**config.mk**
```make
export PLATFORM = sky130hd
export DESIGN_NAME = load_block_tiled
export DESIGN_NICKNAME = d
export VERILOG_FILES = /design/src/rtl/load_pkg.sv /design/src/rtl/rd_tag_pipe.sv /design/src/rtl/load_block_tiled.sv
export SDC_FILE = /design/constraint.sdc
export NUM_CORES = 1
export LEC_CHECK = 0
export ABC_AREA = 1
export BUFFER_PORTS_ARGS = -buffer_cell sky130_fd_sc_hd__buf_2
export CAP_MARGIN = 20
export CORE_MARGIN = 4
export CORE_UTILIZATION = 57
export CTS_CLUSTER_DIAMETER = 30
export DETAILED_ROUTE_END_ITERATION = 12
export PLACE_DENSITY = 0.85
export REMOVE_ABC_BUFFERS = 1
export SLEW_MARGIN = 20
export SYNTH_ARGS = -nofsm -noshare
export SYNTH_HDL_FRONTEND = slang
export SYNTH_SLANG_ARGS = --single-unit
```
**constraint.sdc**
```tcl
create_clock -name clk -period 22.3 [get_ports clk]
set_input_delay 2.23 -clock clk [delete_from_list [all_inputs] [get_ports clk]]
set_output_delay 2.23 -clock clk [all_outputs]
set_load 0.005 [all_outputs]
```
**src/rtl/load_pkg.sv**
```systemverilog
// rtl/load_pkg.sv - shared types and width helpers for the tiled block loader
package load_pkg;

  // Tag coordinates are sized to the 8-bit tile origin ports, which bounds TR and TC.
  localparam int IDX_W = 8;

  typedef struct packed {
    logic             valid;
    logic             oob;
    logic [IDX_W-1:0] r;
    logic [IDX_W-1:0] c;
  } rd_tag_t;

  typedef enum logic [1:0] {
    S_IDLE,
    S_ISSUE,
    S_DRAIN
  } load_state_e;

  function automatic int cnt_w(input int n);
    return (n > 1) ? $clog2(n) : 1;
  endfunction

endpackage

```
**src/rtl/rd_tag_pipe.sv**
```systemverilog
// rtl/rd_tag_pipe.sv - DEPTH-stage shift register carrying read tags alongside RAM latency
module rd_tag_pipe
  import load_pkg::*;
#(
  parameter int DEPTH = 1
) (
  input  logic    clk,
  input  logic    rst,
  input  rd_tag_t i_tag,
  output rd_tag_t o_tag,
  output logic    o_busy
);

  rd_tag_t r_stage [0:DEPTH-1];

  always_ff @(posedge clk or posedge rst) begin
    if (rst) begin
      for (int k = 0; k < DEPTH; k++) r_stage[k] <= '0;
    end else begin
      r_stage[0] <= i_tag;
      for (int k = 1; k < DEPTH; k++) r_stage[k] <= r_stage[k-1];
    end
  end

  always_comb begin
    o_busy = 1'b0;
    for (int k = 0; k < DEPTH; k++) o_busy = o_busy | r_stage[k].valid;
  end

  assign o_tag = r_stage[DEPTH-1];

endmodule

```
**src/rtl/load_block_tiled.sv**
```systemverilog
// rtl/load_block_tiled.sv - fetches a TR x TC tile from a row-major RAM into a register array
// Element 0 is issued on the start edge itself; the issue tag register plus RD_LAT pipe stages line each tag up with its RAM data.
module load_block_tiled
  import load_pkg::*;
#(
  parameter int DW     = 16,
  parameter int TR     = 4,
  parameter int TC     = 4,
  parameter int M_ROWS = 16,
  parameter int N_COLS = 16,
  parameter int RD_LAT = 1,
  parameter int AW     = $clog2(M_ROWS * N_COLS)
) (
  input  logic          clk,
  input  logic          rst,
  input  logic          start,
  input  logic [7:0]    block_row,
  input  logic [7:0]    block_col,
  input  logic          transpose,
  output logic          rd_en,
  output logic [AW-1:0] addr,
  input  logic [DW-1:0] din,
  output logic [DW-1:0] block_mat [0:TR-1][0:TC-1],
  output logic          busy,
  output logic          done
);

  localparam int   RW       = cnt_w(TR);
  localparam int   CW       = cnt_w(TC);
  localparam logic TR_EQ_TC = (TR == TC);

  load_state_e r_state, w_state_nxt;

  logic [7:0]    r_row, r_col;
  logic          r_xpose;
  logic [RW-1:0] r_r;
  logic [CW-1:0] r_c;
  rd_tag_t       r_iss_tag;

  logic          w_accept, w_issue, w_last, w_done, w_inb, w_pipe_busy;
  logic [7:0]    w_row, w_col;
  logic [RW-1:0] w_r, w_r_nxt;
  logic [CW-1:0] w_c, w_c_nxt;
  logic [8:0]    w_gr, w_gc;
  logic [AW-1:0] w_lin;
  logic [IDX_W-1:0] w_dst_r, w_dst_c;
  rd_tag_t       w_out_tag;

  always_ff @(posedge clk or posedge rst) begin
    if (rst) r_state <= S_IDLE;
    else     r_state <= w_state_nxt;
  end

  always_comb begin
    w_state_nxt = r_state;
    w_accept    = 1'b0;
    w_issue     = 1'b0;
    w_done      = 1'b0;
    w_row       = r_row;
    w_col       = r_col;
    w_r         = r_r;
    w_c         = r_c;
    case (r_state)
      S_IDLE:  w_accept = start;
      S_ISSUE: w_issue  = 1'b1;
      S_DRAIN: begin
        if (!r_iss_tag.valid && !w_pipe_busy) begin
          w_done      = 1'b1;
          w_accept    = start;
          w_state_nxt = S_IDLE;
        end
      end
      default: w_state_nxt = S_IDLE;
    endcase
    // A new request issues its first element straight from the input ports.
    if (w_accept) begin
      w_issue     = 1'b1;
      w_row       = block_row;
      w_col       = block_col;
      w_r         = '0;
      w_c         = '0;
      w_state_nxt = S_ISSUE;
    end
    w_last = (w_r == RW'(TR - 1)) && (w_c == CW'(TC - 1));
    if (w_issue && w_last) w_state_nxt = S_DRAIN;
    if (w_c == CW'(TC - 1)) begin
      w_c_nxt = '0;
      w_r_nxt = w_r + RW'(1);
    end else begin
      w_c_nxt = w_c + CW'(1);
      w_r_nxt = w_r;
    end
  end

  assign w_gr  = {1'b0, w_row} + 9'(w_r);
  assign w_gc  = {1'b0, w_col} + 9'(w_c);
  assign w_inb = (int'(w_gr) < M_ROWS) && (int'(w_gc) < N_COLS);
  assign w_lin = AW'(int'(w_gr) * N_COLS + int'(w_gc));

  always_ff @(posedge clk or posedge rst) begin
    if (rst) begin
      r_row     <= '0;
      r_col     <= '0;
      r_xpose   <= 1'b0;
      r_r       <= '0;
      r_c       <= '0;
      rd_en     <= 1'b0;
      addr      <= '0;
      r_iss_tag <= '0;
    end else begin
      if (w_accept) begin
        r_row   <= block_row;
        r_col   <= block_col;
        r_xpose <= transpose & TR_EQ_TC;
      end
      if (w_issue) begin
        r_r <= w_r_nxt;
        r_c <= w_c_nxt;
      end
      rd_en <= w_issue & w_inb;
      if (w_issue && w_inb) addr <= w_lin;
      r_iss_tag <= '{valid: w_issue, oob: !w_inb, r: IDX_W'(w_r), c: IDX_W'(w_c)};
    end
  end

  rd_tag_pipe #(
    .DEPTH (RD_LAT)
  ) u_tag_pipe (
    .clk    (clk),
    .rst    (rst),
    .i_tag  (r_iss_tag),
    .o_tag  (w_out_tag),
    .o_busy (w_pipe_busy)
  );

  // The pipe is empty whenever a new load is accepted, so the live transpose flag is safe here.
  assign w_dst_r = r_xpose ? w_out_tag.c : w_out_tag.r;
  assign w_dst_c = r_xpose ? w_out_tag.r : w_out_tag.c;

  always_ff @(posedge clk or posedge rst) begin
    if (rst) begin
      for (int i = 0; i < TR; i++)
        for (int j = 0; j < TC; j++)
          block_mat[i][j] <= '0;
    end else if (w_out_tag.valid) begin
      for (int i = 0; i < TR; i++)
        for (int j = 0; j < TC; j++)
          if (w_dst_r == IDX_W'(i) && w_dst_c == IDX_W'(j))
            block_mat[i][j] <= w_out_tag.oob ? '0 : din;
    end
  end

  assign busy = (r_state != S_IDLE);
  assign done = w_done;

  a_xpose_square : assert property (@(posedge clk) disable iff (rst)
    !(w_accept && transpose && !TR_EQ_TC));

endmodule

```
==> reports/results.ini, run 1 <==
[status]
result_of_the_run = complete, no violations

[timing]
fin_tns_setup_ns = 0
maxSlewHeadroom_pct = 23.2
maxClockFrequency_mhz = 174
grt_setup_unrepaired = false
final_hold_viol_count = 0
drv_slew = 0
whs_ns = 0.345
worst_clock_skew_ns = 0.0340
post-route-period-util_pct = 25.7
max_slew.worst_pin.slew_ns = 1.15
finalCriticalPeriod_ns = 5.73
setup_violations_final = 0

[floorplan]
die-width_um = 151
io_pins = 303
initial_utilization_pct = 58.7
die_area_mm2 = 0.0227
row_count = 51
core-area_mm2 = 0.0197
floorplan.die.height_um = 151

[critical_path]
crit_path_top_delay_cell = nor2_2
crit_path_max_fanout = 24
worstPathArrival_ns = 6.14
worst_setup_path_end_kind = flip-flop
cp_slowest_stage_delay_ns = 0.43
timing.reg2reg.worst_path_depth = 27
worstSetupStartpointType = input pin
critPathRequiredTime_ns = 22.71
timing.setup.critical_path_class = in2reg
path_common_cell = nand2_1

[grt]
grt-busiest-layer = met2
grt_first_pass_wirelength_um = 58900
gr_util_met3_pct = 9.30
groute.layer.met1.usage_pct = 39.3
grt_antenna_before_repair = 0
maximum_number_of_pins_on_one_net_before_global_route_repair = 150
grt_remaining_overflow = 0
number_of_global_route_vias_before_repair = 10500
grt.met2_usage_pct = 55.7
grt_util_all_layers_pct = 33.9

[clock_tree]
cts_tree = built
clkLatencyLatePin_ns = 0.55
postCtsHoldBufs = 0
tritoncts.num_buffers = 48
post_cts_resize_count = 0
htreeDepth = 2
cts_root_buffer = clkbuf_16
post_cts_buffers = 0
clock-sinks = 300
cts_buffer_depth = 3
path_clk_slew_ns = 0.05

[final_layout]
most-common-layout-cells = 364 x nand2_1, 302 x buf_2, 300 x dfrtp_1
num-fill-cells = 1216
layout_commonest_cell = nand2_1
n_antenna_cell = 0
share_of_post_route_cells_with_drive_strength_above_1_pct = 28.9
finalNonFillerCells = 1764
synthToLayoutAreaGrowth_pct = 28.0
total_nets_final = 1507
design_area_mm2 = 0.0148

[hold_path]
count_of_cells_along_the_worst_hold_path = 0
timing.hold.worst.class = reg2reg

[synth]
synth_enable_flop_cells = 0
yosys-top-cells-area = dfrtp_1 65%, nand2_1 12%, o21ai_0 11%
synth_sequential_area_ratio_pct = 64.8
postSynthRegisterBits = 300
yosys_warnings = 0
synth_top_flop_cell = dfrtp_1
avgSynthCellArea_um2 = 9.85
yosys.cell_types.count = 35
share_of_the_synthesized_area_in_the_top_cell_type_pct = 64.8
synth-async-reset-ratio_pct = 100
synth.cell_area_mm2 = 0.0116
synth_top_cell_by_area = dfrtp_1
synth_cells = 1175

[place]
dp.cells = 1673
post_detailed_placement_cell_area_mm2 = 0.0132
hpwl_after_detailed_placement_um = 22800
io_buffer_count = 302
gp_congestion = 0.884

[power_and_ir_drop]
pwr_density_cell_mw_per_mm2 = 167
power.leakage_nw = 7.83
vdd.ir_drop.worst_v = 0.0000833

[routing]
drt_iter0_markers = 992
via_to_cell_ratio = 5.86
drt.antenna.violating_nets = 0
detail_route.wl_per_cell_um = 22.0
first_pass_iters = 7
route.detailed.drc = 0
routed_wl_um = 38800
vias = 10300

[flow_run]
maxCapViolCount = 0

## sequential cells by signal (all words and copies together) (netlist names)
| signal | cells |
|---|---|
| block_mat | 256 |
| addr | 8 |
| r_col | 8 |
| r_row | 8 |
| r_iss_tag | 6 |
| u_tag_pipe.o_tag | 5 |
| r_c | 2 |
| r_r | 2 |
| r_state | 2 |
| r_xpose | 1 |
| rd_en | 1 |
| u_tag_pipe.o_busy | 1 |
## per-layer routing
layer | part of all wire, % | wire length [um] | vias to the layer above
met5 | 0 | 0 | -
met4 | 6.9 | 2690 | 0
met3 | 11 | 4190 | 193
met2 | 49 | 19000 | 798
met1 | 33 | 13000 | 4960
li1 | - | - | 4380
## area by class of cell
| class | count | area (um2) | area share, % |
|---|---|---|---|
| flip-flops and latches | 300 | 7510 | 50.7 |
| multi-input cells | 739 | 3530 | 23.9 |
| repair buffers | 305 | 1560 | 10.5 |
| clock buffers | 59 | 1310 | 8.87 |
| well taps | 265 | 332 | 2.24 |
| clock inverters | 31 | 320 | 2.16 |
| inverters | 65 | 251 | 1.70 |
## Yosys cell counts (2+ instances only)
cell      number
ha_1           9
xor2_1         3
nand3_2        6
o21ai_2        2
dfrtp_1      300
buf_4          2
nand2_1      364
nand2_4        4
nand3b_2       2
nand4_1        2
nand2_2       11
buf_2          2
nor2_2         3
buf_6          2
nor3_1         3
nand3_1       21
nor2_4         3
fa_1           3
clkbuf_1      65
nor2_1        18
o21ai_0      262
a21oi_1        6
o21ai_1        5
inv_2          5
nand3b_1       4
inv_1         59
## stage by stage
stage	util [%]	worst slack (ns)	total power, mW
after global placement	66.7	16.36	1.63
after global routing	75.1	16.12	2.61
after detailed placement	66.7	16.09	1.67
final	75.1	16.57	2.48
after CTS	75.0	16.60	2.46
after floorplan	-	11.78	1.29
## critical path: cells and delay by family
family / cells / cell delay (ns)
adder cells (fa/ha/maj): 3 / 0.90
AO/OA/AOI/OAI: 1 / 0.16
AND/OR/NAND/NOR: 17 / 2.21
buffers and inverters: 8 / 0.63
## report_power, final
group / switching (mW) / total (mW) / leakage [nW] / internal (mW)
Clock: 0.277 / 0.747 / 0.783 / 0.470
Sequential: 0.145 / 0.918 / 3.91 / 0.772
Combinational: 0.518 / 0.814 / 3.14 / 0.296
Total: 0.941 / 2.48 / 7.83 / 1.54
## worst paths after layout
path	from	endpoint	slack, ns
setup reg to reg	u_tag_pipe.o_busy	addr[7]	17.82
min in group asynchronous	rst	r_row[6]	1.67
max in group asynchronous	rst	block_mat[213]	19.05
hold / removal	r_iss_tag[16]	u_tag_pipe.o_tag[16]	0.35
setup / recovery	start	addr[7]	16.57
hold reg to reg	r_iss_tag[16]	u_tag_pipe.o_tag[16]	0.35
## cell families after synthesis
kind of cell,synth area share (%)
simple gates,16.6
xor+xnor,0.303
compound gates,12.1
flops,64.8
buf+inv,4.63
fa+ha+maj,1.49
(Power assumes the default switching activity.)
==> run 2, diff against run 1 <==
--- a/config.mk
+++ b/config.mk
@@ -9,10 +9,10 @@
 export BUFFER_PORTS_ARGS = -buffer_cell sky130_fd_sc_hd__buf_2
 export CAP_MARGIN = 20
 export CORE_MARGIN = 4
-export CORE_UTILIZATION = 57
+export CORE_UTILIZATION = 53
 export CTS_CLUSTER_DIAMETER = 30
 export DETAILED_ROUTE_END_ITERATION = 12
-export PLACE_DENSITY = 0.85
+export PLACE_DENSITY = 0.8
 export REMOVE_ABC_BUFFERS = 1
 export SLEW_MARGIN = 20
 export SYNTH_ARGS = -nofsm -noshare
==> constraint.sdc (replaced) <==
create_clock -name clk -period 5.37 [get_ports clk]
set_input_delay 0.537 -clock clk [delete_from_list [all_inputs] [get_ports clk]]
set_output_delay 0.537 -clock clk [all_outputs]
set_load 0.005 [all_outputs]
==> reports/results.ini, run 2 (same netlist as run 1, synthesis figures left out) <==
[final_layout]
multi_input_comb_area_mm2 = 0.00353
max_flop_register = block_mat
n_antenna_cell = 0
seq_area_mm2 = 0.00751
largest_register_ff_count = 256
share_of_post_route_cells_with_drive_strength_above_1_pct = 29.4
total_nets_final = 1511
num-fill-cells = 1479
most-common-layout-cells = 364 x nand2_1, 302 x buf_2, 300 x dfrtp_1
synthToLayoutAreaGrowth_pct = 30.2
core_util_final_pct = 71.0
layout_commonest_cell = nand2_1

[routing]
routed_wl_um = 35900
drt.antenna.violating_nets = 0
route.detailed.drc = 0
detail_route.wl_per_cell_um = 20.1
first_pass_iters = 5
via_to_cell_ratio = 5.56
vias = 9901
drt_iter0_markers = 919

[critical_path]
cp_slowest_stage_delay_ns = 0.49
worstSetupStartpointType = flip-flop
worstPathArrival_ns = 4.74
crit_path_top_delay_cell = o21ai_2
timing.setup.critical_path_class = reg2reg
crit_path_max_fanout = 24
worst_setup_path_end_kind = flip-flop
critPathRequiredTime_ns = 5.79
path_common_cell = nand2_1
reg2reg_slack_ns = 1.05

[power_and_ir_drop]
power.leakage_nw = 7.96
vdd.ir_drop.worst_v = 0.000368
overall_power_consumption_mw = 10.5
pwr_density_cell_mw_per_mm2 = 697

[place]
io_buffer_count = 302
gp_congestion = 0.867
pre_cts_slack_ns = 0.970
hpwl_after_detailed_placement_um = 22900

[floorplan]
floorplan.die.height_um = 156
initial_utilization_pct = 54.6
io_pins = 303
die-width_um = 156
core-area_mm2 = 0.0212
row_count = 53
die_area_mm2 = 0.0243

[grt]
grt_remaining_overflow = 0
grt_util_all_layers_pct = 29.2
grt_antenna_before_repair = 0
number_of_global_route_vias_before_repair = 9827
maximum_number_of_pins_on_one_net_before_global_route_repair = 128
grt_first_pass_wirelength_um = 55400

[timing]
maxSlewHeadroom_pct = 30.6
worst_clock_skew_ns = 0.0282
max_slew.worst_pin.slew_ns = 1.04
fin_tns_setup_ns = 0
maxClockFrequency_mhz = 232
post-route-period-util_pct = 80.4
whs_ns = 0.131
setup_violations_final = 0
grt_setup_unrepaired = false
drv_slew = 0
final_hold_viol_count = 0
postLayoutSetupSlackWorst_ns = 1.05
finalCriticalPeriod_ns = 4.32

[flow_run]
maxCapViolCount = 0

[clock_tree]
cts_tree = built
post_cts_resize_count = 0
postCtsHoldBufs = 0
cts_root_buffer = clkbuf_16
cts_buffer_depth = 3
post_cts_buffers = 0
path_clk_slew_ns = 0.06
clock-sinks = 300
htreeDepth = 2
clkLatencyLatePin_ns = 0.56
tritoncts.num_buffers = 53

[status]
result_of_the_run = complete, no violations

[hold_path]
timing.hold.worst.class = in2async

-- run 2: final cells by class --
class                      instances  share of cell area, %
timing repair buffer             304                   10.2
inverter                          65                   1.67
sequential                       300                   49.8
clock inverter                    40                   3.51
clock buffer                      57                   9.10
multi-input combinational        739                   23.4
tap                              275                   2.28
-- run 2: final timing paths --
| kind | cells after the start | endpoint | from |
|---|---|---|---|
| setup / recovery | 28 | addr[7] | u_tag_pipe.o_busy |
| hold / removal | 2 | block_mat[27] | rst |
| setup reg to reg | 28 | addr[7] | u_tag_pipe.o_busy |
| hold reg to reg | 0 | u_tag_pipe.o_tag[16] | r_iss_tag[16] |
| max in group asynchronous | 3 | block_mat[54] | rst |
| min in group clk | 3 | r_row[0] | block_row[0] |
-- run 2: per-stage QoR --
step / instance area, um2 / instances
floorplan: 11300 / 1104
CTS: 15100 / 1780
finish: 15100 / 1780
global route: 15100 / 1780
global placement: 13200 / 1683
detailed placement: 13200 / 1683
-- run 2: report_power, final --
part / switching, mW / internal, mW / total (mW)
sequential: 0.540 / 3.21 / 3.75
combinational: 2.04 / 1.22 / 3.25
clock: 1.20 / 2.31 / 3.50
-- run 2: worst max-delay path, delay by kind of cell (launching register included) --
family | cells | cell delay [ns]
AOI/OAI and AO/OA | 2 | 0.64
adders and majority gates | 3 | 0.81
buffers and inverters | 6 | 0.51
DFF | 1 | 0.42
and+or+nand+nor | 17 | 1.81
-- run 2: routing by layer --
layer | part of all wire (%) | wire length [um] | vias up | GRT usage [%]
met4 | 5.0 | 1790 | 0 | 13.6
met3 | 8.6 | 3090 | 108 | 6.66
li1 | - | - | 4386 | -
met1 | 37 | 13200 | 4842 | 36.1
met2 | 50 | 17800 | 565 | 49.2
met5 | 0 | 0 | - | 0
